<file path="src/rtl/prestep_pkg.sv">
// Shared widths, word layouts and FSM encoding for the contact pre-step scheduler.
package prestep_pkg;

    localparam int unsigned POS_W  = 31;
    localparam int unsigned NORM_W = 22;
    localparam int unsigned MASS_W = 29;
    localparam int unsigned BIAS_W = 31;

    // Contact word, LSB first: pen, pos_x, pos_y, norm_x, norm_y (body indices sit above)
    localparam int unsigned C_PEN_LSB   = 0;
    localparam int unsigned C_POSX_LSB  = C_PEN_LSB + POS_W;
    localparam int unsigned C_POSY_LSB  = C_POSX_LSB + POS_W;
    localparam int unsigned C_NORMX_LSB = C_POSY_LSB + POS_W;
    localparam int unsigned C_NORMY_LSB = C_NORMX_LSB + NORM_W;
    localparam int unsigned C_FIELDS_W  = C_NORMY_LSB + NORM_W;

    // Body word, LSB first: pos_x, pos_y, inv_mass, inv_I
    localparam int unsigned B_POSX_LSB = 0;
    localparam int unsigned B_POSY_LSB = B_POSX_LSB + POS_W;
    localparam int unsigned B_MASS_LSB = B_POSY_LSB + POS_W;
    localparam int unsigned B_INVI_LSB = B_MASS_LSB + NORM_W;
    localparam int unsigned BODY_REC_W = B_INVI_LSB + NORM_W;

    // Result word, LSB first: mass_norm, mass_tang, bias
    localparam int unsigned R_MNORM_LSB = 0;
    localparam int unsigned R_MTANG_LSB = R_MNORM_LSB + MASS_W;
    localparam int unsigned R_BIAS_LSB  = R_MTANG_LSB + MASS_W;
    localparam int unsigned RES_W       = R_BIAS_LSB + BIAS_W;

    typedef enum logic [2:0] {
        ST_IDLE,
        ST_FETCH_C,
        ST_WAIT_C,
        ST_WAIT_B,
        ST_LAUNCH,
        ST_RUN,
        ST_WRITE,
        ST_DONE
    } state_t;

endpackage

</file>
<file path="src/rtl/prestep_watchdog.sv">
// Per-contact stall counter: cleared on launch, counts RUN cycles, flags the last allowed one.
module prestep_watchdog #(
    parameter int unsigned TIMEOUT = 64
) (
    input  logic clk,
    input  logic rst,
    input  logic clr,
    input  logic en,
    output logic expired
);

    localparam int unsigned     CW    = $clog2(TIMEOUT);
    localparam logic [CW-1:0]   LIMIT = CW'(TIMEOUT - 1);

    logic [CW-1:0] cnt;

    always_ff @(posedge clk or posedge rst) begin
        if (rst) begin
            cnt <= '0;
        end else if (clr) begin
            cnt <= '0;
        end else if (en) begin
            cnt <= cnt + CW'(1);
        end
    end

    assign expired = (cnt == LIMIT);

endmodule

</file>
<file path="src/rtl/prestep_scheduler.sv">
// Batch controller time-sharing one contact pre-step engine across a contact list.
module prestep_scheduler
    import prestep_pkg::*;
#(
    parameter int unsigned ADDR_W  = 6,
    parameter int unsigned BODY_W  = 5,
    parameter int unsigned TIMEOUT = 64
) (
    input  logic                           clk,
    input  logic                           rst,
    input  logic                           start,
    input  logic [ADDR_W:0]                num_contacts,
    output logic [ADDR_W-1:0]              c_addr,
    input  logic [C_FIELDS_W+2*BODY_W-1:0] c_rdata,
    output logic [BODY_W-1:0]              b1_addr,
    output logic [BODY_W-1:0]              b2_addr,
    input  logic [BODY_REC_W-1:0]          b1_rdata,
    input  logic [BODY_REC_W-1:0]          b2_rdata,
    output logic                           eng_start,
    output logic [C_FIELDS_W-1:0]          eng_c,
    output logic [BODY_REC_W-1:0]          eng_b1,
    output logic [BODY_REC_W-1:0]          eng_b2,
    input  logic                           eng_done,
    input  logic [MASS_W-1:0]              eng_mass_norm,
    input  logic [MASS_W-1:0]              eng_mass_tang,
    input  logic [BIAS_W-1:0]              eng_bias,
    output logic                           res_we,
    output logic [ADDR_W-1:0]              res_addr,
    output logic [RES_W-1:0]               res_wdata,
    output logic                           busy,
    output logic                           done,
    output logic                           err,
    output logic [ADDR_W-1:0]              err_idx
);

    state_t              state, state_nx;
    logic [ADDR_W-1:0]   idx;
    logic [ADDR_W:0]     count;
    logic                last;
    logic                wd_clr, wd_en, wd_expired;

    assign last = (({1'b0, idx} + (ADDR_W+1)'(1)) == count);

    prestep_watchdog #(.TIMEOUT(TIMEOUT)) u_watchdog (
        .clk     (clk),
        .rst     (rst),
        .clr     (wd_clr),
        .en      (wd_en),
        .expired (wd_expired)
    );

    always_ff @(posedge clk or posedge rst) begin
        if (rst) state <= ST_IDLE;
        else     state <= state_nx;
    end

    always_comb begin
        state_nx = state;
        case (state)
            ST_IDLE:    if (start) state_nx = (num_contacts == '0) ? ST_DONE : ST_FETCH_C;
            ST_FETCH_C: state_nx = ST_WAIT_C;
            ST_WAIT_C:  state_nx = ST_WAIT_B;
            ST_WAIT_B:  state_nx = ST_LAUNCH;
            ST_LAUNCH:  state_nx = ST_RUN;
            // a result arriving on the watchdog's final cycle is still accepted
            ST_RUN:     if (eng_done) state_nx = ST_WRITE;
                        else if (wd_expired) state_nx = ST_DONE;
            ST_WRITE:   state_nx = last ? ST_DONE : ST_FETCH_C;
            ST_DONE:    state_nx = ST_IDLE;
            default:    state_nx = ST_IDLE;
        endcase
    end

    always_comb begin
        c_addr    = (state == ST_FETCH_C) ? idx : '0;
        b1_addr   = (state == ST_WAIT_C) ? c_rdata[C_FIELDS_W +: BODY_W] : '0;
        b2_addr   = (state == ST_WAIT_C) ? c_rdata[C_FIELDS_W + BODY_W +: BODY_W] : '0;
        eng_start = (state == ST_LAUNCH);
        res_we    = (state == ST_WRITE);
        res_addr  = (state == ST_WRITE) ? idx : '0;
        busy      = (state != ST_IDLE) && (state != ST_DONE);
        done      = (state == ST_DONE);
        wd_clr    = (state == ST_LAUNCH);
        wd_en     = (state == ST_RUN) && !eng_done;
    end

    always_ff @(posedge clk or posedge rst) begin
        if (rst) begin
            idx       <= '0;
            count     <= '0;
            eng_c     <= '0;
            eng_b1    <= '0;
            eng_b2    <= '0;
            res_wdata <= '0;
            err       <= 1'b0;
            err_idx   <= '0;
        end else begin
            case (state)
                ST_IDLE: if (start) begin
                    count <= num_contacts;
                    idx   <= '0;
                    err   <= 1'b0;
                end
                ST_WAIT_C: eng_c <= c_rdata[C_FIELDS_W-1:0];
                ST_WAIT_B: begin
                    eng_b1 <= b1_rdata;
                    eng_b2 <= b2_rdata;
                end
                ST_RUN: if (eng_done) begin
                    res_wdata[R_MNORM_LSB +: MASS_W] <= eng_mass_norm;
                    res_wdata[R_MTANG_LSB +: MASS_W] <= eng_mass_tang;
                    res_wdata[R_BIAS_LSB  +: BIAS_W] <= eng_bias;
                end else if (wd_expired) begin
                    err     <= 1'b1;
                    err_idx <= idx;
                end
                ST_WRITE: if (!last) idx <= idx + ADDR_W'(1);
                default: ;
            endcase
        end
    end

endmodule

</file>
<file path="config.mk">
export PLATFORM = sky130hd
export DESIGN_NAME = prestep_scheduler
export DESIGN_NICKNAME = d
export VERILOG_FILES = /design/src/rtl/prestep_pkg.sv /design/src/rtl/prestep_watchdog.sv /design/src/rtl/prestep_scheduler.sv
export SDC_FILE = /design/constraint.sdc
export NUM_CORES = 1
export LEC_CHECK = 0
export CAP_MARGIN = 20
export CORE_AREA = 2 2 363 365
export CTS_CLUSTER_DIAMETER = 30
export CTS_CLUSTER_SIZE = 14
export DETAILED_ROUTE_END_ITERATION = 16
export DIE_AREA = 0 0 365 367
export HOLD_SLACK_MARGIN = 0.03
export PLACE_DENSITY_LB_ADDON = 0.15
export SLEW_MARGIN = 5
export SYNTH_ARGS = -nofsm -noshare
export SYNTH_HDL_FRONTEND = slang
export SYNTH_SLANG_ARGS = --single-unit
</file>
<file path="constraint.sdc">
create_clock -name clk -period 40.4 [get_ports clk]
set_clock_uncertainty 0.2 [all_clocks]
set_input_delay 8.08 -clock clk [delete_from_list [all_inputs] [get_ports clk]]
set_output_delay 8.08 -clock clk [all_outputs]
set_load 0.005 [all_outputs]
</file>
==> flow_summary.toml <==
[status]
outcome = "finished, final reports clean"

[placement]
gp_congestion = 0.7681
io_buffer_count = 929
dp.cells = 3740
place_hpwl_um = 61380
post-place-ws_ps = 22890

[sta]
maxSlewHeadroom_pct = 30.95
setup_viol_count_final = 0
fin_crit_sh_pct = 43.31
fin_tns_setup_ps = 0
grt_setup_unrepaired = "no"
fin_ws_ps = 22900
hold_viol = 0
worst_pin_slew_ps = 1036
timing.fmax_ghz = 0.05715
fin_crit_ps = 17500
final_max_slew_viol_count = 0

[drt]
ant_nets = 0
wl_per_cell_um = 19.95
num_vias = 13740
drt_iter0_drc = 402
drc = 0
viasPerCell = 3.404
drt_pre_antenna_iters = 4
wl_um = 80500

[layout]
most-common-layout-cells = "929 x clkdlybuf4s50_1, 467 x dfrtp_1, 451 x mux2_2"
fin_cells = 4036
ff_latch_area_mm2 = 0.01169
syn_to_final_growth_pct = 95.07
nets = 2608
mostFrequentLayoutCell = "clkdlybuf4s50_1"
drive_gt1_share_pct = 32.29
final_util_pct = 26.72
multiInputGateArea_mm2 = 0.005909
fillers = 13530

[critical_path]
slowest_delay_ps = 530
r2r_cells = 6
cp_common_cell = "clkdlybuf4s50_1"
crit_type = "in2out"
r2r-end = "eng_b1[7]"
worstPathCellList = "clkdlybuf4s50_1 -> and3_1 -> clkdlybuf4s50_1"
r2r_slack_ps = 35640
critPathArrivalTime_ps = 9220
path_delay_family = "buffers and inverters"
r2r-start = "state[2]"
critical-path-slowest-cell = "clkdlybuf4s50_1"
path_buf_inv = 2
cp_max_fo = 1
cp-end-kind = "primary output"
cp-start-kind = "input pin"
required_ps = 32120

[min_path]
worstHoldPathCells = 1
min_to = "eng_b1[104]"
hp-class = "reg2reg"
hp-start = "eng_b1[104]"

[clock_network]
clock_path_buffers = 3
cts_tree = "done"
cts.sinks = 467
clkLatencyLatePin_ps = 730
post_cts_buffers = 0
cts_hold_buf = 0
numCtsBuffers = 159
htreeDepth = 4
clockRootBuffer = "clkbuf_16"
clk_pin_slew_ps = 40
ctsResizeCount = 0

[yosys]
syn_inst = 1099
synth-seq-cells = 467
avgSynthCellArea_um2 = 16.26
syn_area_mm2 = 0.01787
synth_nets = 1560
ys_types = 41
yosysWarnings = 0
seq_area_frac_synth_pct = 65.40

[pwr]
p_seq_share_pct = 26.9
combinationalPowerShare_pct = 33.3
peakVddDrop_uv = 45.87
intPower_w = 0.002281
power.density_mw_per_mm2 = 90.38
switching_power_w = 0.0008700
power.leakage_nw = 14.21
p_sw_share_pct = 27.61
pwr-share-clk_pct = 39.8

[die]
dieArea_mm2 = 0.1340
start_util_pct = 13.70
fp.dieW_um = 365
core_mm2 = 0.1305
pin_count = 930
chipHeight_um = 367
rows = 133

[grt]
grt_pass1_vias = 15610
grt_pass1_wl_um = 114200
antenna_found_initial = 10
grt_overflow = 0
grt_max_degree = 100
grtUsageTotal_pct = 11.88

[flow_run]
drv_cap = 0
-- worst max-delay path by stage --
stage	start	cells past startpoint	end	slack, ps
5_1_grt	c_rdata[140]	3	b1_addr[3]	22880
3_5_place_dp	c_rdata[140]	3	b1_addr[3]	22890
3_3_place_gp	c_rdata[140]	3	b1_addr[3]	22880
6_report	c_rdata[140]	3	b1_addr[3]	22900
4_1_cts	c_rdata[140]	3	b1_addr[3]	22880
2_1_floorplan	rst	1	count[0]	19100
-- flip-flops by register name, indices dropped and copies added, names as in the netlist --
name,count
eng_c,137
eng_b1,106
eng_b2,106
res_wdata,89
count,7
err_idx,6
idx,6
u_watchdog.cnt,6
state,3
err,1
-- per-layer routing --
metal	wire [um]	GRT usage, %	vias up	part of all wire, %
met5	49	0	-	0.061
li1	-	-	6084	-
met2	44540	22.16	514	55
met1	26680	11.43	6989	33
met3	7384	5.223	143	9.2
met4	1851	4.147	8	2.3
-- synth_stat cells --
cell	count	share of area (%)
or3_1	1	0.035
nor3_1	5	0.14
and2_1	7	0.25
mux2_2	451	28
mux2_4	1	0.084
inv_1	5	0.11
and2_4	1	0.049
a32o_1	1	0.056
mux2i_1	2	0.11
nor2b_1	3	0.11
buf_2	36	1.0
nand2_1	9	0.19
buf_6	1	0.063
o21ai_0	5	0.14
clkbuf_1	17	0.36
ha_1	2	0.14
nand2b_1	2	0.070
o211ai_1	2	0.084
nor4_1	2	0.070
o22a_1	1	0.049
nor3b_1	4	0.17
a211oi_1	1	0.042
and3_1	19	0.67
nor2_1	10	0.21
a221o_1	3	0.17
xnor2_2	1	0.091
a21oi_1	5	0.14
nor4b_4	1	0.13
nand4_4	1	0.12
dfrtp_1	467	65
a31oi_1	2	0.070
nand4b_1	1	0.049
nand3_1	5	0.14
nand4_1	5	0.18
xnor2_1	5	0.25
nor4_4	1	0.12
a21boi_0	1	0.042
buf_1	4	0.084
o22ai_1	1	0.035
o31ai_1	1	0.042
xor2_1	7	0.34
-- metrics by stage --
stage / cell area (um2) / power (W) / hold WS, ps
6_report: 34860 / 0.003150 / 296.8
5_1_grt: 34850 / 0.003319 / 303.7
4_1_cts: 34840 / 0.003219 / 300.4
3_5_place_dp: 29240 / 0.001928 / 291.1
3_3_place_gp: 29220 / 0.001917 / 288.1
2_1_floorplan: 17870 / 0.001229 / 273.3
-- layout make-up --
| cell class | instances | area share, % |
|---|---|---|
| clock buffers | 230 | 13.33 |
| repair buffers | 945 | 27.04 |
| multi-input cells | 569 | 16.95 |
| flip-flops and latches | 467 | 33.52 |
| well taps | 1755 | 6.299 |
| inverters | 5 | 0.07538 |
| clock inverters | 60 | 2.742 |
| diodes | 5 | 0.03589 |
-- logic make-up after synthesis --
family | count (synthesis) | synth area share [%]
mux | 454 | 28.62
flops | 467 | 65.40
fa+ha+maj | 2 | 0.1400
xor+xnor | 13 | 0.6792
simple gates | 77 | 2.682
compound gates | 23 | 0.8682
buf+inv | 63 | 1.617
-- power groups by stage --
stage               Sequential, W  Clock (W)  Combinational (W)
floorplan                0.000842          0           0.000387
global placement         0.000847          0            0.00107
detailed placement       0.000853          0            0.00108
CTS                      0.000853    0.00129            0.00108
global route             0.000883    0.00132            0.00112
finish                   0.000849    0.00125            0.00105
-- worst register-to-register path: stages, from the launching register on --
cell	delay, ps
dfrtp_1	610
inv_1	410
nand3_4	330
buf_4	770
buf_4	920
buf_4	930
mux2_2	460
No activity file was read; power rests on OpenSTA's default activity.
==> RTL change, RTL diff (config.mk and constraints unchanged) <==
Set the package constant `MASS_W` to 58 (it was 29).
--- a/src/rtl/prestep_pkg.sv
+++ b/src/rtl/prestep_pkg.sv
@@ -4,5 +4,5 @@
     localparam int unsigned POS_W  = 31;
     localparam int unsigned NORM_W = 22;
-    localparam int unsigned MASS_W = 29;
+    localparam int unsigned MASS_W = 58;
     localparam int unsigned BIAS_W = 31;
 
Ports: changed (resized eng_mass_norm, eng_mass_tang and res_wdata); port bits go from 930 to 1046. The function was not compared with the original's and may differ.
==> RTL change against the original RTL <==
  * Cell area increased by 11%
  * Maximum frequency decreased by 0.47%
  * Sequential cell count increased by 58
  * Power increased by 11%
  * Synthesized cell count increased by 11%
  * Wire length increased by 7.2%
  * Critical path depth unchanged
  * Synthesized area increased by 12%
  * Die area unchanged
  * Worst setup slack got worse by 0.083 ns
  * Register-to-register slack improved by 0.94 ns
  * Critical endpoint is now b2_addr[1]
  * Largest cell class unchanged
  * Highest routed layer unchanged
==> RTL change: results (changes against the original RTL) <==
* Vias in the first global route at 17.23k (+10%)
* Commonest cells in the netlist: 525 x dfrtp_1, 507 x mux2_2, 47 x buf_2, 19 x and3_1, 12 x clkbuf_1
* VDD IR max at 0.04976 mV (+8.5%)
* Global placement routability congestion at 0.7742 (+0.79%)
* First-pass GRT wire length at 121,400 um (+6.3%)
* Antenna violations before repair at 19 (+9)
* Asr flop ratio synth at 100.0% (unchanged)
* Worst hold margin at 0.2872 ns (-0.009541 ns)
* Status: completed
* Ys Warns at 0 (unchanged)
* Pre-CTS WS at 22.80 ns (-0.08880 ns)
* GRT Total Usage at 12.59% (+0.72 points)
* Routed via count at 15.30k (+11%)
* Port Buffer Count at 1,045 (+12%)
* Worst EP arrival at 9.30 ns (+0.08 ns)
* Synthesized instance count at 1,222 (+11%)
* Top post-synthesis cells by area: dfrtp_1 66%, mux2_2 29%, buf_2 1.2%
* Avg WL per Cell at 20.09 um (+0.71%)
* Met2 wire len at 46,130 um (+3.6%)
* Met1 Use GR at 11.86% (+0.43 points)
* Net Count, Synth at 1,741 (+12%)
* Met3 Use GR at 6.212% (+0.99 points)
* Initial detailed-routing violation count at 459 (+14%)
* Rel. slew slack at 32.12% (+1.2 points)
* Final HPWL DP at 65,170 um (+6.2%)
* Top flop regs: res_wdata (147), eng_c (137)
* Nets at 2,911 (+12%)
* R2R depth at 4 (-2)
* Metal3 WL at 8981 um (+22%)
* Largest net degree at the start of global routing at 117 (+17%)
* Total CTS buffers at 173 (+8.8%)
* Sequential area share after synthesis at 65.60% (+0.20 points)
* Distinct cells, synth at 44 (+7.3%)
[RTL change: kinds of logic after synthesis]
kind of cell	share of synthesized area, %
DFF	65.60
muxes	28.80
and+or+nand+nor	2.424
buffers and inverters	1.643
AOI/OAI and AO/OA	0.8060
xor gates and xnor gates	0.6060
adders and majority gates	0.1249
[RTL change: worst paths after layout]
check                                       startpoint                         end
worst max-delay path                      c_rdata[143]                  b2_addr[1]
worst min-delay path            err_idx[1]$_DFFE_PP0P_      err_idx[1]$_DFFE_PP0P_
worst max register to register    state[1]$_DFFE_PP0P_  res_wdata[133]$_DFFE_PP0P_
worst min register to register  err_idx[1]$_DFFE_PP0P_      err_idx[1]$_DFFE_PP0P_
max in group asynchronous                          rst    res_wdata[3]$_DFFE_PP0P_
min in group asynchronous                          rst       eng_c[41]$_DFFE_PP0N_
[RTL change: worst reg2reg max path: cells and delay by family (launching register included)]
kind | cells | cell delay, ns
flops | 1 | 0.61
simple gates | 1 | 0.68
mux | 1 | 0.53
buf+inv | 2 | 1.69
[RTL change: layout make-up]
| type | instances | area (sq um) |
|---|---|---|
| Antenna cell | 7 | 17.52 |
| Clock buffer | 264 | 5254 |
| Clock inverter | 53 | 874.6 |
| Fill cell | 13320 | 91780 |
| Inverter | 5 | 26.28 |
| Multi-Input combinational cell | 627 | 6575 |
| Sequential cell | 525 | 13140 |
| Tap cell | 1755 | 2196 |
| Timing Repair Buffer | 1060 | 10610 |
[RTL change: per-stage QoR]
step,util [%],total power [mW]
after detailed placement,24.92,2.141
after global routing,29.65,3.664
after global placement,24.92,2.129
final,29.65,3.484
after floorplan,-,1.370
after CTS,29.62,3.551
[RTL change: where the power goes]
part	switching, mW	leakage (nW)	internal [mW]
Sequential	0.157	6.24	0.795
Clock	0.385	3.01	0.985
Combinational	0.402	6.64	0.760
Total	0.944	15.9	2.54
